**config.mk**
```make
export PLATFORM = sky130hd
export DESIGN_NAME = top16_frame_ctrl
export DESIGN_NICKNAME = d
export VERILOG_FILES = /design/src/rtl/top16_frame_pkg.sv /design/src/rtl/top16_frame_ctrl.sv
export SDC_FILE = /design/constraint.sdc
export NUM_CORES = 1
export LEC_CHECK = 0
export ABC_AREA = 0
export BUFFER_PORTS_ARGS = -buffer_cell sky130_fd_sc_hd__buf_2
export CORE_MARGIN = 4
export CORE_UTILIZATION = 45
export CTS_BUF_LIST = sky130_fd_sc_hd__clkbuf_8
export DETAILED_ROUTE_END_ITERATION = 8
export PLACE_DENSITY = 0.74
export SLEW_MARGIN = 20
export SYNTH_ARGS = -nofsm -noshare
export SYNTH_HDL_FRONTEND = slang
export SYNTH_SLANG_ARGS = --single-unit
```
**constraint.sdc**
```tcl
create_clock -name clk -period 3.9 [get_ports clk]
set_input_delay 0.975 -clock clk [delete_from_list [all_inputs] [get_ports clk]]
set_output_delay 0.975 -clock clk [all_outputs]
set_load 0.02 [all_outputs]
```
**src/rtl/top16_frame_pkg.sv**
```systemverilog
// Shared state encoding, constants and result type for the top-16 frame controller.
package top16_frame_pkg;

  localparam int TOP_N        = 16;
  localparam int TOP_SHIFT    = 4;
  localparam int DEF_W        = 12;
  localparam int DEF_CW       = 16;
  localparam int DEF_SORT_LAT = 2;

  typedef enum logic [1:0] {
    CLEAR = 2'd0,
    RUN   = 2'd1,
    DRAIN = 2'd2,
    HOLD  = 2'd3
  } state_e;

  typedef struct packed {
    logic [DEF_W-1:0]  mean_v;
    logic [DEF_W-1:0]  max_v;
    logic [DEF_CW-1:0] cnt_v;
    logic              short_v;
  } frame_res_t;

  // A frame shorter than the sorter depth leaves zero padding in the top-16 set.
  function automatic logic is_short(input logic [31:0] cnt);
    return (cnt < 32'(TOP_N));
  endfunction

endpackage

```
**src/rtl/top16_frame_ctrl.sv**
```systemverilog
// Frame controller wrapping the top-16 max/sum sorter: clears it per frame, forwards
// samples, waits out sorter latency and emits one {mean, max, count, short} result word.
module top16_frame_ctrl
  import top16_frame_pkg::*;
#(
  parameter int W        = DEF_W,
  parameter int CW       = DEF_CW,
  parameter int SORT_LAT = DEF_SORT_LAT
) (
  input  logic          clk,
  input  logic          synrst,
  input  logic          in_valid,
  output logic          in_ready,
  input  logic [W-1:0]  in_data,
  input  logic          in_last,
  output logic          sort_clr,
  output logic          sort_en,
  output logic [W-1:0]  sort_data,
  input  logic [W-1:0]  sort_max,
  input  logic [W+3:0]  sort_sum,
  output logic          res_valid,
  input  logic          res_ready,
  output logic [W-1:0]  res_mean,
  output logic [W-1:0]  res_max,
  output logic [CW-1:0] res_cnt,
  output logic          res_short
);

  localparam int LCW = $clog2(SORT_LAT + 1);
  localparam logic [LCW-1:0] LAT_LAST = LCW'(SORT_LAT - 1);
  localparam logic [CW-1:0]  CNT_MAX  = {CW{1'b1}};

  state_e          state_q, state_d;
  logic [LCW-1:0]  lat_cnt_q, lat_cnt_d;
  logic [CW-1:0]   smp_cnt_q, smp_cnt_d;
  logic            in_ready_q, in_ready_d;
  logic            sort_clr_q, sort_clr_d;
  logic            res_valid_q, res_valid_d;
  logic [W-1:0]    res_mean_q, res_mean_d;
  logic [W-1:0]    res_max_q, res_max_d;
  logic [CW-1:0]   res_cnt_q, res_cnt_d;
  logic            res_short_q, res_short_d;
  logic            accept_s;
  logic            load_s;

  assign accept_s  = in_valid & in_ready_q;
  assign load_s    = (state_q == HOLD) & (~res_valid_q | res_ready);

  assign in_ready  = in_ready_q;
  assign sort_clr  = sort_clr_q;
  assign sort_en   = accept_s;
  assign sort_data = in_data;
  assign res_valid = res_valid_q;
  assign res_mean  = res_mean_q;
  assign res_max   = res_max_q;
  assign res_cnt   = res_cnt_q;
  assign res_short = res_short_q;

  // Next-state, counter and result-word logic.
  always_comb begin
    state_d     = state_q;
    lat_cnt_d   = lat_cnt_q;
    smp_cnt_d   = smp_cnt_q;
    res_valid_d = res_valid_q;
    res_mean_d  = res_mean_q;
    res_max_d   = res_max_q;
    res_cnt_d   = res_cnt_q;
    res_short_d = res_short_q;

    case (state_q)
      CLEAR: begin
        smp_cnt_d = {CW{1'b0}};
        lat_cnt_d = {LCW{1'b0}};
        state_d   = RUN;
      end
      RUN: begin
        if (accept_s) begin
          if (smp_cnt_q != CNT_MAX) begin
            smp_cnt_d = smp_cnt_q + CW'(1);
          end else begin
            smp_cnt_d = smp_cnt_q;
          end
          if (in_last) begin
            state_d   = DRAIN;
            lat_cnt_d = {LCW{1'b0}};
          end else begin
            state_d   = RUN;
          end
        end else begin
          state_d = RUN;
        end
      end
      DRAIN: begin
        lat_cnt_d = lat_cnt_q + LCW'(1);
        if (lat_cnt_q == LAT_LAST) begin
          state_d = HOLD;
        end else begin
          state_d = DRAIN;
        end
      end
      HOLD: begin
        // Waiting here keeps the sorter frozen until the previous word is consumed.
        if (load_s) begin
          state_d = CLEAR;
        end else begin
          state_d = HOLD;
        end
      end
      default: begin
        state_d = CLEAR;
      end
    endcase

    if (load_s) begin
      res_valid_d = 1'b1;
      res_mean_d  = W'(sort_sum >> TOP_SHIFT);
      res_max_d   = sort_max;
      res_cnt_d   = smp_cnt_q;
      res_short_d = is_short(32'(smp_cnt_q));
    end else if (res_ready) begin
      res_valid_d = 1'b0;
    end else begin
      res_valid_d = res_valid_q;
    end

    in_ready_d = (state_d == RUN);
    sort_clr_d = (state_d == CLEAR);
  end

  // State and registered outputs; reset re-enters CLEAR so the sorter is cleared again.
  always_ff @(posedge clk) begin
    if (synrst) begin
      state_q     <= CLEAR;
      lat_cnt_q   <= {LCW{1'b0}};
      smp_cnt_q   <= {CW{1'b0}};
      in_ready_q  <= 1'b0;
      sort_clr_q  <= 1'b1;
      res_valid_q <= 1'b0;
      res_mean_q  <= {W{1'b0}};
      res_max_q   <= {W{1'b0}};
      res_cnt_q   <= {CW{1'b0}};
      res_short_q <= 1'b0;
    end else begin
      state_q     <= state_d;
      lat_cnt_q   <= lat_cnt_d;
      smp_cnt_q   <= smp_cnt_d;
      in_ready_q  <= in_ready_d;
      sort_clr_q  <= sort_clr_d;
      res_valid_q <= res_valid_d;
      res_mean_q  <= res_mean_d;
      res_max_q   <= res_max_d;
      res_cnt_q   <= res_cnt_d;
      res_short_q <= res_short_d;
    end
  end

endmodule

```
Word level (Yosys, flattened, before mapping)
Index checks and enable logic that the tools add are counted.
{ "classes": {"n_addsub": 2, "n_lt_le_gt_ge": 1, "n_eq_ne": 9, "n_mux": 13, "bitwise": 4, "n_reduce_logical": 7} }
{ "ops": {"columns": ["operator", "n"], "rows": [
  ["$mux 16", 2],
  ["$pmux 16 s2", 1],
  ["$add 16x1->16 const B", 1],
  ["$lt 16x5->1 const B", 1],
  ["$ne 16x16->1 const B", 1],
  ["$mux 2", 5],
  ["$pmux 2 s4", 1],
  ["$eq 2x1->1 const B", 3],
  ["$ne 2x2->1 const B", 3],
  ["$pmux 2 s3", 1],
  ["$reduce_and 3->1", 2],
  ["$eq 2x2->1 const B", 2],
  ["$logic_not 2->1", 2],
  ["$reduce_bool 2->1", 2],
  ["$mux 1", 3],
  ["$reduce_bool 3->1", 1],
  ["$add 2x1->2 const B", 1],
  ["$and 1x1->1", 2],
  ["$not 1->1", 1],
  ["$or 1x1->1", 1]
]} }
{ "word_totals": {"regBits": 64, "in_bits": 45, "wordCells": 46} }

Depth between registers and ports, before layout
{ "logic_depth": {"word_depth": 6, "ltp_mapped": 6, "depth_no_buf": 5} }

Worst setup path after synthesis
No wires, ideal clock.
{ "synth_timing": {"path_type": "in2reg", "start": "input port in_valid", "end": "register smp_cnt_q[11]", "setup_ps": 148, "arrival_ps": 2257, "slack_ps": 1496, "cell_stages": 5, "path_cell_list": "and2_1 > clkbuf_1 > o21a_1 > a2bb2oi_1 > a31oi_1"} }
{ "synth_between": {"elab_chain_cells": 3} }
{ "synth_lines": {"columns": ["item", "line", "rtl"], "rows": [
  ["start: declaration", "top16_frame_ctrl.sv:12", "input logic in_valid,"],
  ["$and 1x1->1", "top16_frame_ctrl.sv:46", "assign accept_s = in_valid & in_ready_q;"],
  ["via sort_en", "top16_frame_ctrl.sv:17", "output logic sort_en,"],
  ["$ne 2x2->1 (no source line)", null, null],
  ["$reduce_and 3->1 (no source line)", null, null],
  ["end signal: assignment", "top16_frame_ctrl.sv:135", "smp_cnt_q <= {CW{1'b0}};"],
  ["end signal: assignment", "top16_frame_ctrl.sv:146", "smp_cnt_q <= smp_cnt_d;"],
  ["end: declaration", "top16_frame_ctrl.sv:35", "logic [CW-1:0] smp_cnt_q, smp_cnt_d;"]
]} }
The timed path passes the listed nets, and every way through them passes these cells.
A chain may end at the register's enable or synchronous reset.

Final worst setup path
{ "layout_timing": {"start": "input port in_valid", "end": "output port sort_en"} }
{ "layout_between": {"elab_chain_cells": 1} }
{ "layout_lines": {"columns": ["item", "line"], "rows": [
  ["$and 1x1->1", "top16_frame_ctrl.sv:46"],
  ["end: declaration", "top16_frame_ctrl.sv:17"]
]} }
Every way passes these cells.

==> run_results.csv <==
group,metric,value,unit
yosys,ys.flop_type,"dfxtp_1",
outcome,status,"finished clean",
setup_path,crit_fanout,5,
drt,drt-pass1-iter-count,4,
pwr,ir_worst_vdd,270,uV
clock_network,post_cts_buffers,0,
pwr,swShare,23.8,%
clock_network,cts_made_buffers,9,
clock_network,htree_levels,3,
timing,hold_viol,0,
timing,fin_worst_skew,0.00352,ns
clock_network,path_clk_slew,0.06,ns
yosys,synth_seq_cells,64,
place,gp_congestion,0.858,
timing,rsz0062_at_grt,"no",
place,hpwlAfterDp,4200,um
yosys,synth.area.top_cells,"dfxtp_1, nand2_1, a21oi_1",
setup_path,slowest_delay,0.19,ns
clock_network,clock_path_buffers,2,
grt,gr-usage-all-layers,16.8,%
final_layout,finalInstanceArea,3190,sq um
final_layout,nFillCells,582,
yosys,yosys.area_share.xor_xnor,0,%
final_layout,seq_area,1280,sq um
setup_path,r2r_slack,1.66,ns
timing,tightest_slew,0.873,ns
timing,timing.final.max_slew_violations,0,
worst_hold_path,holdPathStages,2,
setup_path,critPathRequiredTime,2.92,ns
yosys,synth_common_cells,"nand2_1, dfxtp_1, a21oi_1, clkbuf_1, a31oi_1",
setup_path,worst_r2r_path_depth,5,
drt,route.detailed.drc,0,
setup_path,r2r_start,"smp_cnt_q[1]",
die,start_util,46.2,%
yosys,synth_cell_types,44,
yosys,synthMuxAreaShare,0.736,%
yosys,ys_warn_count,0,
setup_path,path_cells,"buf_2 > and2_1 > buf_2",
grt,grt_max_degree,43,
pwr,power,1.19,mW
pwr,p_clk_share,38.2,%
final_layout,nets,441,
pwr,p_leak,1.26,nW
final_layout,area_growth,17.2,%
place,numPortBuffers,73,
place,dpl_cell_area,3030,sq um
drt,ant_nets,0,
final_layout,multi_input_area,1220,sq um
yosys,yosysMostFrequentCell,"nand2_1",
clock_network,cts_resized,0,
yosys,synth.largest_area_cell,"dfxtp_1",
drt,first_iter_violations,91,
pwr,p_int,0.905,mW
yosys,syn-num-nets,388,
setup_path,start_kind,"input port",
grt,grt-ovfl-total,0,
setup_path,timing.rr.end,"smp_cnt_q[3]",
clock_network,insertion_delay,0.33,ns
yosys,netlist.area_leader.share,47.1,%
setup_path,worst-setup-path-type,"in -> out",
die,die_w,85.7,um
setup_path,crit_top_cell,"buf_2",
yosys,syn_inst,341,
grt,grt_pass1_vias,2303,
pwr,switching_power,0.283,mW
yosys,ys_seq_area_share,47.1,%
drt,drt_wl_total,6090,um
pwr,seqPwrFrac,56.0,%
timing,whs,0.454,ns
yosys,avgSynthCellArea,7.98,sq um
drt,via_count,2474,
die,row_count,28,
drt,detail_route.vias_per_cell,5.23,
worst_hold_path,min_to,"res_mean[0]",
run,drv_cap,0,
drt,wl_per_cell,12.9,um
die,die_h,85.7,um
timing,min_period_over_period,61.6,%
clock_network,cts_hold_buf,0,
final_layout,n_antenna_cell,0,
yosys,synth_compound_area_share,17.7,%
timing,period_needed,2.40,ns
setup_path,crit_slowest_cell,"and2_1",
setup_path,cp.arrival,1.43,ns
timing,tns,0,ns
final_layout,post-route-util,54.1,%
final_layout,drive_gt1_share,23.4,%
setup_path,endpoint_kind,"output pin",
pwr,power_density,373,nW/um^2
clock_network,cts.sinks,64,
timing,slew_headroom,41.6,%
clock_network,cts_tree,"yes",
grt,grt_pass1_wl,10100,um
pwr,p_comb_share,5.8,%
grt,antenna_found_initial,0,
yosys,synthAdderAreaFrac,0.920,%
die,io_pins,102,
yosys,synth-simple-area-share,25.5,%
die,core_area,5890,sq um
worst_hold_path,hold_path.class,"reg -> reg",
yosys,synth_area,2720,sq um
yosys,synth-edff-count,0,
timing,report.final.setup_viol,0,
yosys,async_flop_share,0,%
timing,max_freq,416,MHz
worst_hold_path,min_from,"res_mean[0]",
yosys,synth_top_family_by_area,"simple AND/OR/NAND/NOR gates",
clock_network,cts_root_buffer,"clkbuf_8",
die,dieArea,7350,sq um
==> flip-flops by register name (all words and copies together) (netlist names) <==
signal	cells
smp_cnt_q	16
res_cnt	16
res_short	1
lat_cnt_q	2
state_q	2
sort_clr	1
in_ready	1
res_max	12
res_mean	12
res_valid	1
==> layout make-up <==
type	instances	share of cell area [%]
inverter	9	1.06
clock inverter	6	0.942
multi-input combinational	232	38.3
timing repair buffer	78	12.6
clock buffer	9	3.89
sequential	64	40.2
tap	75	2.94
==> metal layers <==
layer / wire [um] / track usage, % / vias to the layer above
met5: 0 / 0 / -
met4: 19 / 4.17 / 0
met3: 491 / 6.53 / 3
met2: 2740 / 27.8 / 80
met1: 2840 / 20.5 / 1120
li1: - / - / 1271
==> power by group through the flow <==
stage / logic (mW) / clock network, mW / registers, mW
after detailed placement: 0.0690 / 0 / 0.679
final: 0.0690 / 0.454 / 0.665
after floorplan: 0.0570 / 0 / 0.682
after global placement: 0.0682 / 0 / 0.679
after global routing: 0.0768 / 0.499 / 0.665
after CTS: 0.0693 / 0.470 / 0.665
==> worst max-delay path by stage <==
| stage | start | endpoint | slack [ns] |
|---|---|---|---|
| global placement | synrst | smp_cnt_q[14] | 1.28 |
| global route | synrst | smp_cnt_q[12] | 1.44 |
| finish | in_valid | sort_en | 1.50 |
| CTS | in_valid | sort_en | 1.49 |
| detailed placement | synrst | smp_cnt_q[12] | 1.23 |
| floorplan | in_valid | smp_cnt_q[11] | 1.50 |
==> stage by stage <==
step	setup slack, ns	instances
4_1_cts	1.49	473
6_report	1.50	473
3_3_place_gp	1.28	458
3_5_place_dp	1.23	458
2_1_floorplan	1.50	341
5_1_grt	1.44	473
==> cell usage in the layout, fill, tap and decap left out, types with 2 or more instances in the layout <==
cell type / synthesis / routed
nand2b_1: 9 / 9
buf_2: 3 / 73
buf_4: 12 / 5
nor4_1: 7 / 7
a21oi_1: 44 / 44
a2bb2oi_1: 2 / 2
nor3_1: 2 / 2
clkbuf_8: 0 / 9
nand2_1: 92 / 92
and3_1: 2 / 2
o21ai_0: 2 / 2
ha_1: 2 / 2
clkinv_2: 0 / 3
a31oi_1: 17 / 17
a211oi_1: 2 / 2
nand4_1: 7 / 7
nand3_1: 7 / 7
and2_1: 2 / 2
nor2_1: 8 / 8
o211ai_1: 3 / 3
mux2i_1: 2 / 2
o311a_1: 2 / 2
dfxtp_1: 64 / 64
inv_1: 9 / 11
==> cell families (layout without fill, tap and decap cells) <==
group / after synthesis / count (layout)
buffers and inverters: 45 / 102
adders and majority gates: 2 / 2
DFF: 64 / 64
AOI/OAI and AO/OA: 81 / 81
and+or+nand+nor: 147 / 147
muxes: 2 / 2
==> critical path, delay by kind of cell <==
family        cells  cell delay (ns)
simple gates      1             0.19
buf+inv           2             0.26
No activity file was read; power rests on OpenSTA's default activity.
